File: src/rtl/dmem_arbiter_if.sv
// Bus bundle for the two-port data memory arbiter: both requester ports,
// the single-ported memory command/response path and the status outputs.
interface dmem_arbiter_if;
  logic        req0;
  logic        we0;
  logic [15:0] addr0;
  logic [15:0] wdata0;
  logic        ack0;
  logic [15:0] rdata0;
  logic        err0;

  logic        req1;
  logic        we1;
  logic [15:0] addr1;
  logic [15:0] wdata1;
  logic        ack1;
  logic [15:0] rdata1;
  logic        err1;

  logic        mem_read;
  logic        mem_write;
  logic [15:0] mem_address;
  logic [15:0] mem_write_data;
  logic [15:0] mem_read_data;

  logic        busy;
  logic [7:0]  err_count;

  // Arbiter side.
  modport slave (
    input  req0, we0, addr0, wdata0,
    input  req1, we1, addr1, wdata1,
    input  mem_read_data,
    output ack0, rdata0, err0,
    output ack1, rdata1, err1,
    output mem_read, mem_write, mem_address, mem_write_data,
    output busy, err_count
  );

  // Requester / memory side.
  modport master (
    output req0, we0, addr0, wdata0,
    output req1, we1, addr1, wdata1,
    output mem_read_data,
    input  ack0, rdata0, err0,
    input  ack1, rdata1, err1,
    input  mem_read, mem_write, mem_address, mem_write_data,
    input  busy, err_count
  );
endinterface

File: src/rtl/dmem_arbiter.sv
// Two-port arbiter/sequencer in front of the single-ported data memory.
// Port 0 is the CPU load/store unit, port 1 the DMA/debug engine.
//
// state   | meaning
// --------+---------------------------------------------------------------
// IDLE    | waiting for a request; grants one port and latches its command
// ISSUE   | one-cycle mem_read/mem_write pulse with the latched address/data
// CAPTURE | registered memory read data arrives; copy into granted rdata
// ACK     | one-cycle acknowledge to the granted port, no new grant
//
// The memory command is registered at grant time, so the mem_* registers
// themselves hold the latched address and write data during ISSUE.
// Out-of-window requests skip ISSUE/CAPTURE and go straight to ACK with err.
module dmem_arbiter #(
  parameter bit         ROUND_ROBIN = 1'b1,
  parameter logic [3:0] DMEM_NIBBLE = 4'h1
) (
  input logic           clk,
  input logic           reset,
  dmem_arbiter_if.slave bus
);

  typedef enum logic [1:0] {
    IDLE    = 2'd0,
    ISSUE   = 2'd1,
    CAPTURE = 2'd2,
    ACK     = 2'd3
  } state_t;

  state_t      state;
  logic        gnt;
  logic        last_grant;
  logic        we_q;

  logic        ack0_q, ack1_q;
  logic        err0_q, err1_q;
  logic [15:0] rdata0_q, rdata1_q;
  logic        mem_read_q, mem_write_q;
  logic [15:0] mem_address_q, mem_write_data_q;
  logic        busy_q;
  logic [7:0]  err_count_q;

  logic        win;
  logic        sel_we;
  logic [15:0] sel_addr;
  logic [15:0] sel_wdata;
  logic        sel_legal;

  // Choose the winner among live requests and mux its command; only consumed in IDLE.
  always_comb begin
    win = 1'b0;
    if (bus.req0 && bus.req1) begin
      win = ROUND_ROBIN ? ~last_grant : 1'b0;
    end else if (bus.req1) begin
      win = 1'b1;
    end
    sel_we    = win ? bus.we1    : bus.we0;
    sel_addr  = win ? bus.addr1  : bus.addr0;
    sel_wdata = win ? bus.wdata1 : bus.wdata0;
    sel_legal = (sel_addr[15:12] == DMEM_NIBBLE);
  end

  // Sequencer FSM with all outputs registered alongside the state.
  always_ff @(posedge clk) begin
    if (reset) begin
      state            <= IDLE;
      gnt              <= 1'b0;
      last_grant       <= 1'b1;
      we_q             <= 1'b0;
      ack0_q           <= 1'b0;
      ack1_q           <= 1'b0;
      err0_q           <= 1'b0;
      err1_q           <= 1'b0;
      rdata0_q         <= 16'h0000;
      rdata1_q         <= 16'h0000;
      mem_read_q       <= 1'b0;
      mem_write_q      <= 1'b0;
      mem_address_q    <= 16'h0000;
      mem_write_data_q <= 16'h0000;
      busy_q           <= 1'b0;
      err_count_q      <= 8'h00;
    end else begin
      // Pulsed outputs default low; only the cycle that needs them raises them.
      ack0_q           <= 1'b0;
      ack1_q           <= 1'b0;
      mem_read_q       <= 1'b0;
      mem_write_q      <= 1'b0;
      mem_address_q    <= 16'h0000;
      mem_write_data_q <= 16'h0000;

      case (state)
        IDLE: begin
          if (bus.req0 || bus.req1) begin
            gnt        <= win;
            we_q       <= sel_we;
            last_grant <= win;
            busy_q     <= 1'b1;
            if (sel_legal) begin
              state            <= ISSUE;
              mem_read_q       <= ~sel_we;
              mem_write_q      <= sel_we;
              mem_address_q    <= sel_addr;
              mem_write_data_q <= sel_wdata;
            end else begin
              state <= ACK;
              if (win) begin
                ack1_q   <= 1'b1;
                err1_q   <= 1'b1;
                rdata1_q <= 16'h0000;
              end else begin
                ack0_q   <= 1'b1;
                err0_q   <= 1'b1;
                rdata0_q <= 16'h0000;
              end
              if (err_count_q != 8'hFF) begin
                err_count_q <= err_count_q + 8'd1;
              end
            end
          end
        end

        ISSUE: begin
          state <= CAPTURE;
        end

        CAPTURE: begin
          state <= ACK;
          if (gnt) begin
            ack1_q   <= 1'b1;
            err1_q   <= 1'b0;
            rdata1_q <= we_q ? 16'h0000 : bus.mem_read_data;
          end else begin
            ack0_q   <= 1'b1;
            err0_q   <= 1'b0;
            rdata0_q <= we_q ? 16'h0000 : bus.mem_read_data;
          end
        end

        ACK: begin
          state  <= IDLE;
          busy_q <= 1'b0;
        end

        default: begin
          state  <= IDLE;
          busy_q <= 1'b0;
        end
      endcase
    end
  end

  assign bus.ack0           = ack0_q;
  assign bus.ack1           = ack1_q;
  assign bus.err0           = err0_q;
  assign bus.err1           = err1_q;
  assign bus.rdata0         = rdata0_q;
  assign bus.rdata1         = rdata1_q;
  assign bus.mem_read       = mem_read_q;
  assign bus.mem_write      = mem_write_q;
  assign bus.mem_address    = mem_address_q;
  assign bus.mem_write_data = mem_write_data_q;
  assign bus.busy           = busy_q;
  assign bus.err_count      = err_count_q;

endmodule

File: src/flat_wrapper.sv
// flat-port wrapper written by rule: the top's interface ports become plain ports
module dmem_arbiter_flat 
#(
  parameter bit         ROUND_ROBIN = 1'b1,
  parameter logic [3:0] DMEM_NIBBLE = 4'h1
)
  (clk, reset, bus_req0, bus_we0, bus_addr0, bus_wdata0, bus_req1, bus_we1, bus_addr1, bus_wdata1, bus_mem_read_data, bus_ack0, bus_rdata0, bus_err0, bus_ack1, bus_rdata1, bus_err1, bus_mem_read, bus_mem_write, bus_mem_address, bus_mem_write_data, bus_busy, bus_err_count);
  dmem_arbiter_if bus_i ();
  input logic clk;
  input logic reset;
  input wire logic [$bits(bus_i.req0)-1:0] bus_req0;
  input wire logic [$bits(bus_i.we0)-1:0] bus_we0;
  input wire logic [$bits(bus_i.addr0)-1:0] bus_addr0;
  input wire logic [$bits(bus_i.wdata0)-1:0] bus_wdata0;
  input wire logic [$bits(bus_i.req1)-1:0] bus_req1;
  input wire logic [$bits(bus_i.we1)-1:0] bus_we1;
  input wire logic [$bits(bus_i.addr1)-1:0] bus_addr1;
  input wire logic [$bits(bus_i.wdata1)-1:0] bus_wdata1;
  input wire logic [$bits(bus_i.mem_read_data)-1:0] bus_mem_read_data;
  output wire logic [$bits(bus_i.ack0)-1:0] bus_ack0;
  output wire logic [$bits(bus_i.rdata0)-1:0] bus_rdata0;
  output wire logic [$bits(bus_i.err0)-1:0] bus_err0;
  output wire logic [$bits(bus_i.ack1)-1:0] bus_ack1;
  output wire logic [$bits(bus_i.rdata1)-1:0] bus_rdata1;
  output wire logic [$bits(bus_i.err1)-1:0] bus_err1;
  output wire logic [$bits(bus_i.mem_read)-1:0] bus_mem_read;
  output wire logic [$bits(bus_i.mem_write)-1:0] bus_mem_write;
  output wire logic [$bits(bus_i.mem_address)-1:0] bus_mem_address;
  output wire logic [$bits(bus_i.mem_write_data)-1:0] bus_mem_write_data;
  output wire logic [$bits(bus_i.busy)-1:0] bus_busy;
  output wire logic [$bits(bus_i.err_count)-1:0] bus_err_count;
  assign bus_i.req0 = bus_req0;
  assign bus_i.we0 = bus_we0;
  assign bus_i.addr0 = bus_addr0;
  assign bus_i.wdata0 = bus_wdata0;
  assign bus_i.req1 = bus_req1;
  assign bus_i.we1 = bus_we1;
  assign bus_i.addr1 = bus_addr1;
  assign bus_i.wdata1 = bus_wdata1;
  assign bus_i.mem_read_data = bus_mem_read_data;
  assign bus_ack0 = bus_i.ack0;
  assign bus_rdata0 = bus_i.rdata0;
  assign bus_err0 = bus_i.err0;
  assign bus_ack1 = bus_i.ack1;
  assign bus_rdata1 = bus_i.rdata1;
  assign bus_err1 = bus_i.err1;
  assign bus_mem_read = bus_i.mem_read;
  assign bus_mem_write = bus_i.mem_write;
  assign bus_mem_address = bus_i.mem_address;
  assign bus_mem_write_data = bus_i.mem_write_data;
  assign bus_busy = bus_i.busy;
  assign bus_err_count = bus_i.err_count;
  dmem_arbiter #(.ROUND_ROBIN(ROUND_ROBIN), .DMEM_NIBBLE(DMEM_NIBBLE)) u_core (.clk(clk), .reset(reset), .bus(bus_i));
endmodule
File: config.mk
export PLATFORM = sky130hd
export DESIGN_NAME = dmem_arbiter_flat
export DESIGN_NICKNAME = d
export VERILOG_FILES = /design/src/rtl/dmem_arbiter_if.sv /design/src/rtl/dmem_arbiter.sv /design/src/flat_wrapper.sv
export SDC_FILE = /design/constraint.sdc
export NUM_CORES = 1
export LEC_CHECK = 0
export BUFFER_PORTS_ARGS = -buffer_cell sky130_fd_sc_hd__buf_2
export CELL_PAD_IN_SITES_DETAIL_PLACEMENT = 2
export CELL_PAD_IN_SITES_GLOBAL_PLACEMENT = 2
export CORE_ASPECT_RATIO = 0.7
export CORE_UTILIZATION = 26
export CTS_CLUSTER_DIAMETER = 40
export DETAILED_ROUTE_END_ITERATION = 10
export HOLD_SLACK_MARGIN = 0.02
export PLACE_DENSITY_LB_ADDON = 0.3
export SYNTH_ARGS = -nofsm -noshare
export SYNTH_HDL_FRONTEND = slang
export SYNTH_SLANG_ARGS = --single-unit
File: constraint.sdc
create_clock -name clk -period 2.62 [get_ports clk]
set_input_delay 0 -clock clk [delete_from_list [all_inputs] [get_ports clk]]
set_output_delay 0 -clock clk [all_outputs]
set_load 0.01 [all_outputs]
==> Word-level counts from Yosys, hierarchy flattened <==
Cells that the tools add are included.
W data, S select, Z words.
{ "totals": {"out_inout_bits": 79, "input_bits": 86, "ff_bits": 84, "word_cells": 85} }
{ "classes": {"muxes": 41, "n_eq_ne": 11, "add_sub_neg": 1, "n_bitwise": 5, "reduce_logical": 11} }
{ "op_table": {"columns": ["op", "n"], "rows": [
  ["$mux W16", 11],
  ["$pmux W16 S2", 2],
  ["$mux W1", 20],
  ["$pmux W1 S2", 5],
  ["$reduce_and A5 Y1", 2],
  ["$add A8 B1 Y8 const B", 1],
  ["$ne A8 B8 Y1 const B", 1],
  ["$pmux W2 S4", 1],
  ["$ne A2 B1 Y1 const B", 3],
  ["$ne A2 B2 Y1 const B", 3],
  ["$not A1 Y1", 5],
  ["$eq A2 B2 Y1 const B", 2],
  ["$eq A4 B1 Y1 const B", 1],
  ["$mux W2", 2],
  ["$reduce_and A2 Y1", 2],
  ["$reduce_and A4 Y1", 1],
  ["$reduce_bool A2 Y1", 2],
  ["$reduce_or A4 Y1", 1],
  ["$eq A2 B1 Y1 const B", 1],
  ["$logic_not A2 Y1", 1],
  ["$logic_and A1 B1 Y1", 1],
  ["$logic_or A1 B1 Y1", 1]
]} }

==> Depth between registers and ports, before layout <==
{ "depth": {"word_depth": 7, "ltp_mapped": 8, "mapped_depth_nobuf": 7} }

==> Worst setup path before layout <==
Ideal clock, no wire load.
{ "synth_path": {"path_type": "flip-flop to flip-flop", "startpoint": "reg u_core.state[0]", "endpoint": "reg u_core.err_count_q[7], in the netlist u_core.bus.err_count[7]", "setup_slack_ns": 0.897, "t_arrival_ns": 1.601, "n_path_buf": 0, "setup_time_ns": 0.121, "required_time_ns": 2.499, "stages_incl_launch_ff": 8, "period_less_slack_ns": 1.723, "cell_sequence": "dfxtp_1 -> inv_1 -> ha_1 -> o21ai_2 -> a41o_1 -> nor3_1 -> and3_1 -> mux2_4"} }
{ "synth_between": {"elab_chain_len": 2} }
{ "synth_rtl": {"columns": ["item", "line", "source"], "rows": [
  ["start: declaration", "dmem_arbiter.sv:30", "state_t state;"],
  ["start signal: assignment", "dmem_arbiter.sv:66", "state <= IDLE;"],
  ["start signal: assignment", "dmem_arbiter.sv:99", "state <= ISSUE;"],
  ["start signal: assignment", "dmem_arbiter.sv:105", "state <= ACK;"],
  ["$logic_not A2 Y1", "dmem_arbiter.sv:91", "case (state)"],
  ["$reduce_and A4 Y1 (no line)", null, null],
  ["end signal: assignment", "dmem_arbiter.sv:116", "err_count_q <= err_count_q + 8'd1;"],
  ["end: declaration", "dmem_arbiter.sv:41", "logic [7:0] err_count_q;"]
]} }
Every way passes these cells.
A chain may end at the register's enable or synchronous reset.

==> Worst setup path after layout <==
{ "layout_path": {"startpoint": "reg u_core.state[0]", "endpoint": "reg u_core.mem_write_data_q[12], in the netlist u_core.bus.mem_write_data[12]"} }
{ "layout_between": {"elab_chain_len": 3} }
{ "layout_rtl": {"columns": ["item", "line", "source"], "rows": [
  ["$logic_not A2 Y1", "dmem_arbiter.sv:91", null],
  ["$not A1 Y1 (no line)", null, null],
  ["$reduce_or A4 Y1 (no line)", null, null],
  ["end signal: assignment", "dmem_arbiter.sv:103", "mem_write_data_q <= sel_wdata;"],
  ["end: declaration", "dmem_arbiter.sv:39", "logic [15:0] mem_address_q, mem_write_data_q;"]
]} }
Every way passes these cells.

==> metrics <==
WHS 0.0767 ns; DIE WIDTH 137 microns; final hold vios 0; core area 12400 sq um; Die Ht 96.4 microns; ratio of final minimum period to clock period 0.900; antenna cells 0; Port Buffers 164; Tmin final 2.36 ns; CTS tree yes; Synth Cell Area 3310 sq um; setup tns final 0 ns; EDFF count, synth 0; Netlist cell types 38; number of max-cap violations 0; drt first pass iters 4; synth cell count leaders dfxtp_1 (84), nand2_1 (83), a21oi_1 (35), nand2b_1 (35), nor2_1 (22); ys flop type dfxtp_1; leakage 2.60 nW; final count of negative-setup-slack endpoints 0; Synth-to-Final Area Change 61.2%; Req. time, crit path 2.90 ns; status finished clean; Post-DRT Antenna Nets 0; CP startpoint u_core.state[0]; R2R setup slack 0.26 ns; all-layer global routing usage 0.208; post-route insts no fill 787; final worst setup slack 0.262 ns; worst skew pair latency 0.34 ns; CP startpoint kind flip-flop; async set-reset flop share out of synthesis 0; met1 Usage GRT 0.213; cts bufs inserted 9; CTS max path bufs 2; register area share after synthesis 0.508; drt total wl 13300 microns; Worst Path Arrival 2.64 ns; Post-Syn Instances 385; post-synth top area share 0.508; post-layout util 0.429; Final Cell Area 5330 sq um; biggest area consumer among synthesized cells dfxtp_1; drt via density 4.52; worst min path class input port to flip-flop; crit path max fanout 30; first-pass GRT wire length 20600 microns; RR Startpoint u_core.state[0]; initial antenna violation count 0; Crit Path Class flip-flop to flip-flop; peak supply drop 0.393 mV; Die ar. 13200 sq um; final clock skew 0.00870 ns; Fmax achieved 0.424 GHz; Pwr per Cell Area 701 nW/um^2; Final GP Congestion 0.739; initial core utilization 0.266; Overflow after GRT 0; largest net degree at the start of global routing 34; Initial DRC Count 71; Slew Viols, Final 0; fill count 1406; Remaining DRCs 0; row count 34; CTS sink cnt 84; placed instance count 697; RSZ-0062 raised after global routing false; Worst Hold Depth 3; #FFs+latches synth 84; met2 GRT Util 0.392; R2R Path End u_core.bus.mem_write_data[12]; total number of vias 3555; GR Layer Usage met3 0.0788; Synth Warn # 0; share of layout cells above drive strength 1 0.315; Routed WL per cell 16.9 microns; vias in the first global route 3969; Nets 710; top-count cell post-synth dfxtp_1; Cell Area, Placed 4300 sq um; critical path endpoint u_core.bus.mem_write_data[12]; Clock transition at path regs 0.06 ns; Synth area leaders dfxtp_1 (51%), nand2_1 (9.4%), nand2b_1 (6.6%); Overall Power 3.74 mW; worst r2r path cells 9; worst slack, placed 0.500 ns; DPL Wire Length 8040 microns; Root Buffer clkbuf_16; io pins 165; Post-CTS Setup Bufs 0; syn avg cell area 8.59 sq um; Most Crowded Layer GR met2; H-tree levels 3; CP endpoint kind flip-flop
==> per-layer routing <==
layer	vias to the layer above	part of all wire
met1	1698	0.38
met5	-	0
met4	0	0.023
li1	1731	-
met2	104	0.52
met3	22	0.071
==> state kept, by name (all words and copies together), names as in the netlist <==
signal                     cells
u_core.bus.err1                1
u_core.bus.ack0                1
u_core.bus.ack1                1
u_core.gnt                     1
u_core.bus.rdata1             16
u_core.bus.mem_write_data     16
u_core.we_q                    1
u_core.bus.err0                1
u_core.state                   2
u_core.bus.mem_address        16
u_core.bus.rdata0             16
u_core.bus.err_count           8
u_core.bus.busy                1
u_core.last_grant              1
u_core.bus.mem_write           1
u_core.bus.mem_read            1
==> what timing repair did <==
| item | in CTS | in global routing |
|---|---|---|
| hold buffers | 74 | 0 |
| setup endpoints to repair | 0 | 23 |
| endpoints found under the hold margin | 61 | 0 |
| gates resized for setup | 0 | 1 |
==> power by group <==
| group | switching (mW) | total, mW | internal [mW] |
|---|---|---|---|
| combinational | 0.598 | 1.02 | 0.418 |
| clock | 0.522 | 1.26 | 0.735 |
| sequential | 0.0732 | 1.46 | 1.39 |
| total | 1.19 | 3.74 | 2.54 |
==> layout make-up <==
| type | instances | area, sq um | share of cell area |
|---|---|---|---|
| clock buffer | 11 | 233 | 0.0436 |
| clock inverter | 5 | 52.6 | 0.00985 |
| multi-input combinational | 272 | 1510 | 0.283 |
| timing repair buffer | 247 | 1630 | 0.305 |
| sequential | 84 | 1680 | 0.315 |
| tap | 162 | 203 | 0.0380 |
| inverter | 6 | 22.5 | 0.00422 |
==> cell usage in the layout, fill, tap and decap left out, types with 2 or more instances in the layout <==
cell type and n:
mux2i_1 19, nor3_1 5, nor2_1 22, dlygate4sd3_1 74
clkbuf_16 9, conb_1 3, xnor2_1 5, ha_1 3
dfxtp_1 84, clkinv_2 3, buf_4 9, inv_1 6
a21oi_1 34, nand2b_1 35, nand2_1 83, buf_2 164
nand3_1 20, clkbuf_1 2, and3_1 2, o21ai_0 19
==> worst max-delay path: stages (launching register included) <==
cell	delay [ns]
dfxtp_1	0.31
inv_1	0.10
ha_2	0.34
o21ai_2	0.10
buf_4	0.18
nor2_1	0.12
nand2_1	0.07
buf_4	0.26
a21oi_1	0.22
dlygate4sd3_1	0.58
==> how the worst min path moves through the flow <==
stage | from | to | slack (ns)
2_1_floorplan | bus_mem_read_data[0] | u_core.bus.rdata0[0] | 0.13
3_3_place_gp | bus_mem_read_data[1] | u_core.bus.rdata0[1] | 0.23
3_5_place_dp | bus_mem_read_data[12] | u_core.bus.rdata0[12] | 0.24
4_1_cts | bus_we0 | u_core.bus.mem_read | 0.06
5_1_grt | bus_we0 | u_core.bus.mem_read | 0.08
6_report | bus_we0 | u_core.bus.mem_read | 0.08
==> kinds of logic after synthesis <==
kind of cell | synth area share
compound gates | 0.110
buf+inv | 0.0416
mux | 0.0620
xor+xnor | 0.0132
simple gates | 0.249
flops | 0.508
fa+ha+maj | 0.0151
other cells | 0.00113
No activity file was read; power rests on OpenSTA's default activity.
